[config.mk]
export PLATFORM = sky130hd
export DESIGN_NAME = mdio_master_flat
export DESIGN_NICKNAME = d
export VERILOG_FILES = /design/src/rtl/mdio_master_if.sv /design/src/rtl/mdio_master.sv /design/src/flat_wrapper.sv
export SDC_FILE = /design/constraint.sdc
export NUM_CORES = 1
export LEC_CHECK = 0
export CELL_PAD_IN_SITES_DETAIL_PLACEMENT = 1
export CELL_PAD_IN_SITES_GLOBAL_PLACEMENT = 1
export CORE_MARGIN = 2
export CORE_UTILIZATION = 48
export CTS_CLUSTER_DIAMETER = 30
export DETAILED_ROUTE_END_ITERATION = 10
export HOLD_SLACK_MARGIN = 0.12
export PLACE_DENSITY_LB_ADDON = 0.25
export SLEW_MARGIN = 20
export SYNTH_ARGS = -nofsm -noshare
export SYNTH_HDL_FRONTEND = slang
export SYNTH_SLANG_ARGS = --single-unit
[constraint.sdc]
create_clock -name clk_100_mhz -period 7.6 [get_ports clk_100_mhz]
set_input_delay 2.28 -clock clk_100_mhz [delete_from_list [all_inputs] [get_ports clk_100_mhz]]
set_output_delay 2.28 -clock clk_100_mhz [all_outputs]
set_load 0.1 [all_outputs]
[src/rtl/mdio_master_if.sv]
// Host-side and pin-side signals of the MDIO master, grouped for port use.
`timescale 1ns/1ps
interface mdio_master_if;
    logic        start;
    logic        mode_i;
    logic [4:0]  addr_i;
    logic [4:0]  reg_addr_i;
    logic [15:0] data_i;
    logic [15:0] data_o;
    logic        busy;
    logic        done;
    logic        rd_err;
    logic        mdc;
    logic        mdio_o;
    logic        mdio_oe;
    logic        mdio_i;

    // Requester side: issues transactions and models the PHY's mdio_i.
    modport master (
        output start, mode_i, addr_i, reg_addr_i, data_i, mdio_i,
        input  data_o, busy, done, rd_err, mdc, mdio_o, mdio_oe
    );

    // Block side: the mdio_master itself.
    modport slave (
        input  start, mode_i, addr_i, reg_addr_i, data_i, mdio_i,
        output data_o, busy, done, rd_err, mdc, mdio_o, mdio_oe
    );
endinterface

[src/rtl/mdio_master.sv]
// Clause 22 MDIO management master: serialises one read or write frame
// per accepted start, generating mdc from the system clock.
`timescale 1ns/1ps
module mdio_master #(
    parameter int CLK_DIV      = 40,
    parameter int PREAMBLE_LEN = 32
) (
    input  logic          clk_100_mhz,
    input  logic          rst_n,
    mdio_master_if.slave  bus
);
    localparam int DIV_W = $clog2(CLK_DIV);
    localparam logic [DIV_W-1:0] DIV_HALF = DIV_W'(CLK_DIV/2 - 1);
    localparam logic [DIV_W-1:0] DIV_LAST = DIV_W'(CLK_DIV - 1);
    localparam logic [4:0] PRE_LAST = 5'((PREAMBLE_LEN > 0) ? PREAMBLE_LEN - 1 : 0);

    localparam logic [3:0] S_IDLE = 4'd0;
    localparam logic [3:0] S_PRE  = 4'd1;
    localparam logic [3:0] S_ST   = 4'd2;
    localparam logic [3:0] S_OP   = 4'd3;
    localparam logic [3:0] S_PHY  = 4'd4;
    localparam logic [3:0] S_REG  = 4'd5;
    localparam logic [3:0] S_TA   = 4'd6;
    localparam logic [3:0] S_DATA = 4'd7;
    localparam logic [3:0] S_END  = 4'd8;
    localparam logic [3:0] S_FIRST = (PREAMBLE_LEN > 0) ? S_PRE : S_ST;

    logic [3:0]       state, nxt_state;
    logic [4:0]       cnt, nxt_cnt;
    logic [DIV_W-1:0] div;
    logic             lat_mode;
    logic [4:0]       lat_phy, lat_reg;
    logic [15:0]      lat_data, shreg, data_q;
    logic             ta_err;
    logic             mdc_q, mdio_o_q, mdio_oe_q, busy_q, done_q, rd_err_q;

    assign bus.mdc     = mdc_q;
    assign bus.mdio_o  = mdio_o_q;
    assign bus.mdio_oe = mdio_oe_q;
    assign bus.busy    = busy_q;
    assign bus.done    = done_q;
    assign bus.rd_err  = rd_err_q;
    assign bus.data_o  = data_q;

    // {oe, o} to present for bit c of state st; idle/end release the line.
    function automatic logic [1:0] frame_bit(input logic [3:0] st, input logic [3:0] c,
                                             input logic rd, input logic [4:0] phy,
                                             input logic [4:0] reg_a, input logic [15:0] d);
        logic [1:0] r;
        case (st)
            S_PRE:   r = 2'b11;
            S_ST:    r = {1'b1, c[0]};
            S_OP:    r = {1'b1, rd ^ c[0]};
            S_PHY:   r = {1'b1, phy[3'd4 - c[2:0]]};
            S_REG:   r = {1'b1, reg_a[3'd4 - c[2:0]]};
            S_TA:    r = rd ? 2'b01 : {1'b1, ~c[0]};
            S_DATA:  r = rd ? 2'b01 : {1'b1, d[4'd15 - c[3:0]]};
            default: r = 2'b01;
        endcase
        return r;
    endfunction

    // Field sequencing applied at each bit boundary.
    always_comb begin
        nxt_state = state;
        nxt_cnt   = cnt + 5'd1;
        case (state)
            S_PRE:  if (cnt == PRE_LAST) begin nxt_state = S_ST;   nxt_cnt = '0; end
            S_ST:   if (cnt == 5'd1)     begin nxt_state = S_OP;   nxt_cnt = '0; end
            S_OP:   if (cnt == 5'd1)     begin nxt_state = S_PHY;  nxt_cnt = '0; end
            S_PHY:  if (cnt == 5'd4)     begin nxt_state = S_REG;  nxt_cnt = '0; end
            S_REG:  if (cnt == 5'd4)     begin nxt_state = S_TA;   nxt_cnt = '0; end
            S_TA:   if (cnt == 5'd1)     begin nxt_state = S_DATA; nxt_cnt = '0; end
            S_DATA: if (cnt == 5'd15)    begin nxt_state = S_END;  nxt_cnt = '0; end
            default: begin nxt_state = S_IDLE; nxt_cnt = '0; end
        endcase
    end

    // Divider, FSM, pin drive, read sampling and completion reporting.
    always_ff @(posedge clk_100_mhz or negedge rst_n) begin
        if (!rst_n) begin
            state     <= S_IDLE;
            cnt       <= '0;
            div       <= '0;
            lat_mode  <= 1'b0;
            lat_phy   <= '0;
            lat_reg   <= '0;
            lat_data  <= '0;
            shreg     <= '0;
            ta_err    <= 1'b0;
            mdc_q     <= 1'b0;
            mdio_o_q  <= 1'b1;
            mdio_oe_q <= 1'b0;
            busy_q    <= 1'b0;
            done_q    <= 1'b0;
            rd_err_q  <= 1'b0;
            data_q    <= '0;
        end else begin
            done_q <= 1'b0;
            if (state == S_IDLE) begin
                mdc_q <= 1'b0;
                div   <= '0;
                cnt   <= '0;
                if (bus.start) begin
                    state    <= S_FIRST;
                    busy_q   <= 1'b1;
                    lat_mode <= bus.mode_i;
                    lat_phy  <= bus.addr_i;
                    lat_reg  <= bus.reg_addr_i;
                    lat_data <= bus.data_i;
                    ta_err   <= 1'b0;
                    // First bit comes straight from the ports; the latches are not yet loaded.
                    {mdio_oe_q, mdio_o_q} <= frame_bit(S_FIRST, 4'd0, bus.mode_i, bus.addr_i,
                                                       bus.reg_addr_i, bus.data_i);
                end
            end else begin
                div <= div + 1'b1;
                if (div == DIV_HALF) begin
                    mdc_q <= 1'b1;
                    if (lat_mode && state == S_TA && cnt == 5'd1)
                        ta_err <= bus.mdio_i;
                    if (lat_mode && state == S_DATA)
                        shreg <= {shreg[14:0], bus.mdio_i};
                end
                if (div == DIV_LAST) begin
                    div   <= '0;
                    mdc_q <= 1'b0;
                    state <= nxt_state;
                    cnt   <= nxt_cnt;
                    {mdio_oe_q, mdio_o_q} <= frame_bit(nxt_state, nxt_cnt[3:0], lat_mode,
                                                       lat_phy, lat_reg, lat_data);
                    if (state == S_END) begin
                        done_q <= 1'b1;
                        busy_q <= 1'b0;
                        if (lat_mode && ta_err) begin
                            rd_err_q <= 1'b1;
                        end else begin
                            rd_err_q <= 1'b0;
                            if (lat_mode)
                                data_q <= shreg;
                        end
                    end
                end
            end
        end
    end
endmodule

[src/flat_wrapper.sv]
// flat-port wrapper written by rule: the top's interface ports become plain ports
module mdio_master_flat 
#(
    parameter int CLK_DIV      = 40,
    parameter int PREAMBLE_LEN = 32
)
  (clk_100_mhz, rst_n, bus_start, bus_mode_i, bus_addr_i, bus_reg_addr_i, bus_data_i, bus_mdio_i, bus_data_o, bus_busy, bus_done, bus_rd_err, bus_mdc, bus_mdio_o, bus_mdio_oe);
  mdio_master_if bus_i ();
  input  logic clk_100_mhz;
  input  logic rst_n;
  input wire logic [$bits(bus_i.start)-1:0] bus_start;
  input wire logic [$bits(bus_i.mode_i)-1:0] bus_mode_i;
  input wire logic [$bits(bus_i.addr_i)-1:0] bus_addr_i;
  input wire logic [$bits(bus_i.reg_addr_i)-1:0] bus_reg_addr_i;
  input wire logic [$bits(bus_i.data_i)-1:0] bus_data_i;
  input wire logic [$bits(bus_i.mdio_i)-1:0] bus_mdio_i;
  output wire logic [$bits(bus_i.data_o)-1:0] bus_data_o;
  output wire logic [$bits(bus_i.busy)-1:0] bus_busy;
  output wire logic [$bits(bus_i.done)-1:0] bus_done;
  output wire logic [$bits(bus_i.rd_err)-1:0] bus_rd_err;
  output wire logic [$bits(bus_i.mdc)-1:0] bus_mdc;
  output wire logic [$bits(bus_i.mdio_o)-1:0] bus_mdio_o;
  output wire logic [$bits(bus_i.mdio_oe)-1:0] bus_mdio_oe;
  assign bus_i.start = bus_start;
  assign bus_i.mode_i = bus_mode_i;
  assign bus_i.addr_i = bus_addr_i;
  assign bus_i.reg_addr_i = bus_reg_addr_i;
  assign bus_i.data_i = bus_data_i;
  assign bus_i.mdio_i = bus_mdio_i;
  assign bus_data_o = bus_i.data_o;
  assign bus_busy = bus_i.busy;
  assign bus_done = bus_i.done;
  assign bus_rd_err = bus_i.rd_err;
  assign bus_mdc = bus_i.mdc;
  assign bus_mdio_o = bus_i.mdio_o;
  assign bus_mdio_oe = bus_i.mdio_oe;
  mdio_master #(.CLK_DIV(CLK_DIV), .PREAMBLE_LEN(PREAMBLE_LEN)) u_core (.clk_100_mhz(clk_100_mhz), .rst_n(rst_n), .bus(bus_i));
endmodule
==> results.txt <==
routed wire length: 9120 um
vias in the first global route: 2974
PD cells: 165 nW/um^2
initial antenna violation count: 0
max incr delay on CP: 1.12 ns
ys async rst share: 100%
die span in x: 95.2 um
Placer Congestion: 0.843
total gr overflow: 0
Critical Path, Cell by Cell: clkdlybuf4s50_1
YS warnings: 0
Row Count: 33
drt drc: 0
worst path bufs/invs: 1
antenna-violating nets left: 0
crit path launch: u_core.bus.mdio_o
vias: 2779
post-DP HPWL: 6300 um
total of max-cap violations: 0
Distinct cells, synth: 53
Power Internal: 0.609 mW
post-synth net total: 372
minimum clock period: 4.30 ns
CP startpoint kind: flip-flop
clock sink count: 81
RR Startpoint: u_core.cnt[0]
nets: 418
Pre-Repair DR Iteration Count: 4
crit path kind: flip-flop to output port
most common cell after layout, fill and taps aside: dfrtp_1
Post-Syn Instances: 332
IO Count: 53
clk buf depth: 2
largest net degree at the start of global routing: 82
Worst Path Required: 5.32 ns
Total Die Area: 9060 um^2
combinational power share: 3.1%
clk root buf: clkbuf_8
post-CTS sizing: 0
Fin. Hold Viols: 0
IR drop worst, VDD: 0.0945 mV
post-synthesis register bit count: 81
die height: 95.2 um
Crit path max-delay family: buffers and inverters
worst-path maximum fanout: 2
vias per cell: 5.69
unrepaired setup endpoints after global routing: no
Final Power: 0.790 mW
Clk pwr share: 42.4%
Mapped Area: 3990 um^2
share of cells above drive strength 1: 24.3%
Critical Path AT: 2.02 ns
CP endpoint kind: output port
Total GRT Usage: 22.3%
wire per inst: 18.7 um
Core Footprint: 8130 um^2
r2r worst-path depth: 13
clk_lat worst skew: 0.35 ns
Starting Density: 49.1%
post-synthesis sequential area ratio: 50.8%
Register-to-Register Setup Slack: 4.38 ns
Initial DRC Count: 102
status: completed
Num CTS Buffers: 9
Sw Pwr: 0.181 mW
Flop pwr share: 54.5%
CTS clock-pin slew for the worst setup and hold paths: 0.09 ns
highest clock rate: 233 MHz
r2r endpoint: u_core.bus.mdio_o
cts hold-fix bufs: 0
Final setup viols: 0
Rel. slew slack: 33.3%
Mapped Avg Cell Area: 12.0 um^2
critical path's slowest cell: clkdlybuf4s50_1
leakage: 2.17 nW
Antenna Cells: 0
setup bufs post-CTS: 0
HP Class: flip-flop to flip-flop
IO buf count: 52
commonest non-fill, non-tap cells in the layout: 80 x dfrtp_1, 59 x mux2_2, 51 x clkdlybuf4s50_1, 22 x nand2_1, 21 x nor2_1
EDFF count, synth: 0
H-tree Lvls: 3
setup TNS: 0 ns
Pins Over Slew Limit: 0
switch share: 23.0%
CTS tree: yes
end point of the critical path: bus_mdio_o
period utilization: 56.6%
area grow syn2layout: 19.8%
Stages on worst setup path: 1
Post-synth top flop: dfrtp_1
Clock Skews: 0.0103 ns
first-pass GRT wire length: 15200 um
fill cell count: 827
slew at the pin closest to its max-slew limit: 0.998 ns
## cells in the mapped netlist (all sizes together), types with 2 or more instances
cell	count	area, um^2
nand3	10	50.1
buf	10	62.6
a32oi	4	53.8
o21ai	9	45.0
o31ai	4	30.0
o41ai	2	17.5
nand4	3	18.8
ha	9	113
xor2	3	26.3
mux4	5	113
nor3	9	50.1
or3	2	12.5
nand2	23	88.8
inv	8	30.0
and3	3	18.8
dfrtp	80	2000
mux2	59	664
a21o	3	22.5
o211ai	4	30.0
xnor2	5	43.8
nor2b	6	37.5
a22oi	2	15.0
nor2	21	78.8
a21oi	8	43.8
o2bb2ai	2	17.5
nand4bb	2	22.5
o21a	2	15.0
nand2b	4	25.0
a31oi	3	18.8
clkbuf	9	33.8
## worst reg2reg max path, delay by kind of cell (launching register included)
kind,cells,cell delay (ns)
adder cells (fa/ha/maj),3,0.94
AND/OR/NAND/NOR,4,0.75
AO/OA/AOI/OAI,3,0.48
flip-flops,1,0.46
multiplexers,1,0.32
buffers and inverters,2,0.20
## through the flow
stage               utilization (%)  worst slack (ns)  hold slack (ns)  instance area (um^2)  std cells
floorplan                         -              4.33            0.433                  3990        332
global placement               56.1              3.36            0.457                  4570        472
detailed placement             56.1              3.68            0.485                  4570        472
CTS                            58.7              3.28            0.506                  4780        488
global route                   58.8              3.27            0.525                  4780        488
finish                         58.8              3.30            0.495                  4780        488
## worst min-delay path by stage
stage	from	to	slack (ns)	depth (start not counted)
floorplan	u_core.div[0]	u_core.div[0]	0.43	1
global placement	u_core.div[0]	u_core.div[0]	0.46	1
detailed placement	u_core.bus.mdio_oe	u_core.bus.mdio_oe	0.48	1
CTS	u_core.bus.mdio_oe	u_core.bus.mdio_oe	0.51	1
global route	u_core.div[0]	u_core.div[0]	0.52	1
finish	u_core.div[0]	u_core.div[0]	0.49	1
## power by group through the flow
stage	registers, mW	clock network, mW	logic, mW
after floorplan	0.439	0	0.000241
after global placement	0.439	0	0.0244
after detailed placement	0.439	0	0.0249
after CTS	0.431	0.346	0.0251
after global routing	0.431	0.363	0.0273
final	0.431	0.335	0.0245
## cell families after synthesis
group / count (synthesis) / share of synthesized area [%]
and+or+nand+nor: 95 / 12.9
AOI/OAI and AO/OA: 48 / 9.12
xor gates and xnor gates: 8 / 1.76
muxes: 64 / 19.5
DFF: 81 / 50.8
buffers and inverters: 27 / 3.17
adders and majority gates: 9 / 2.82
## per-layer routing
metal	share of wire, %	global-route usage, %	vias to the layer above	routed length (um)
met3	3.1	4.11	13	279
met1	45	29.4	1419	4130
li1	-	-	1297	-
met2	50	37.0	50	4560
met5	0	0	-	0
met4	1.6	7.49	0	149
## cell type report
class                   instances  area, um^2  area share (%)
flip-flops and latches         81        2030            42.4
clock inverters                 6        73.8            1.54
inverters                       8        30.0           0.628
clock buffers                  10         138            2.88
multi-input cells             224        1840            38.6
well taps                     105         131            2.75
repair buffers                 54         537            11.2
Power figures use the tool's default switching activity.
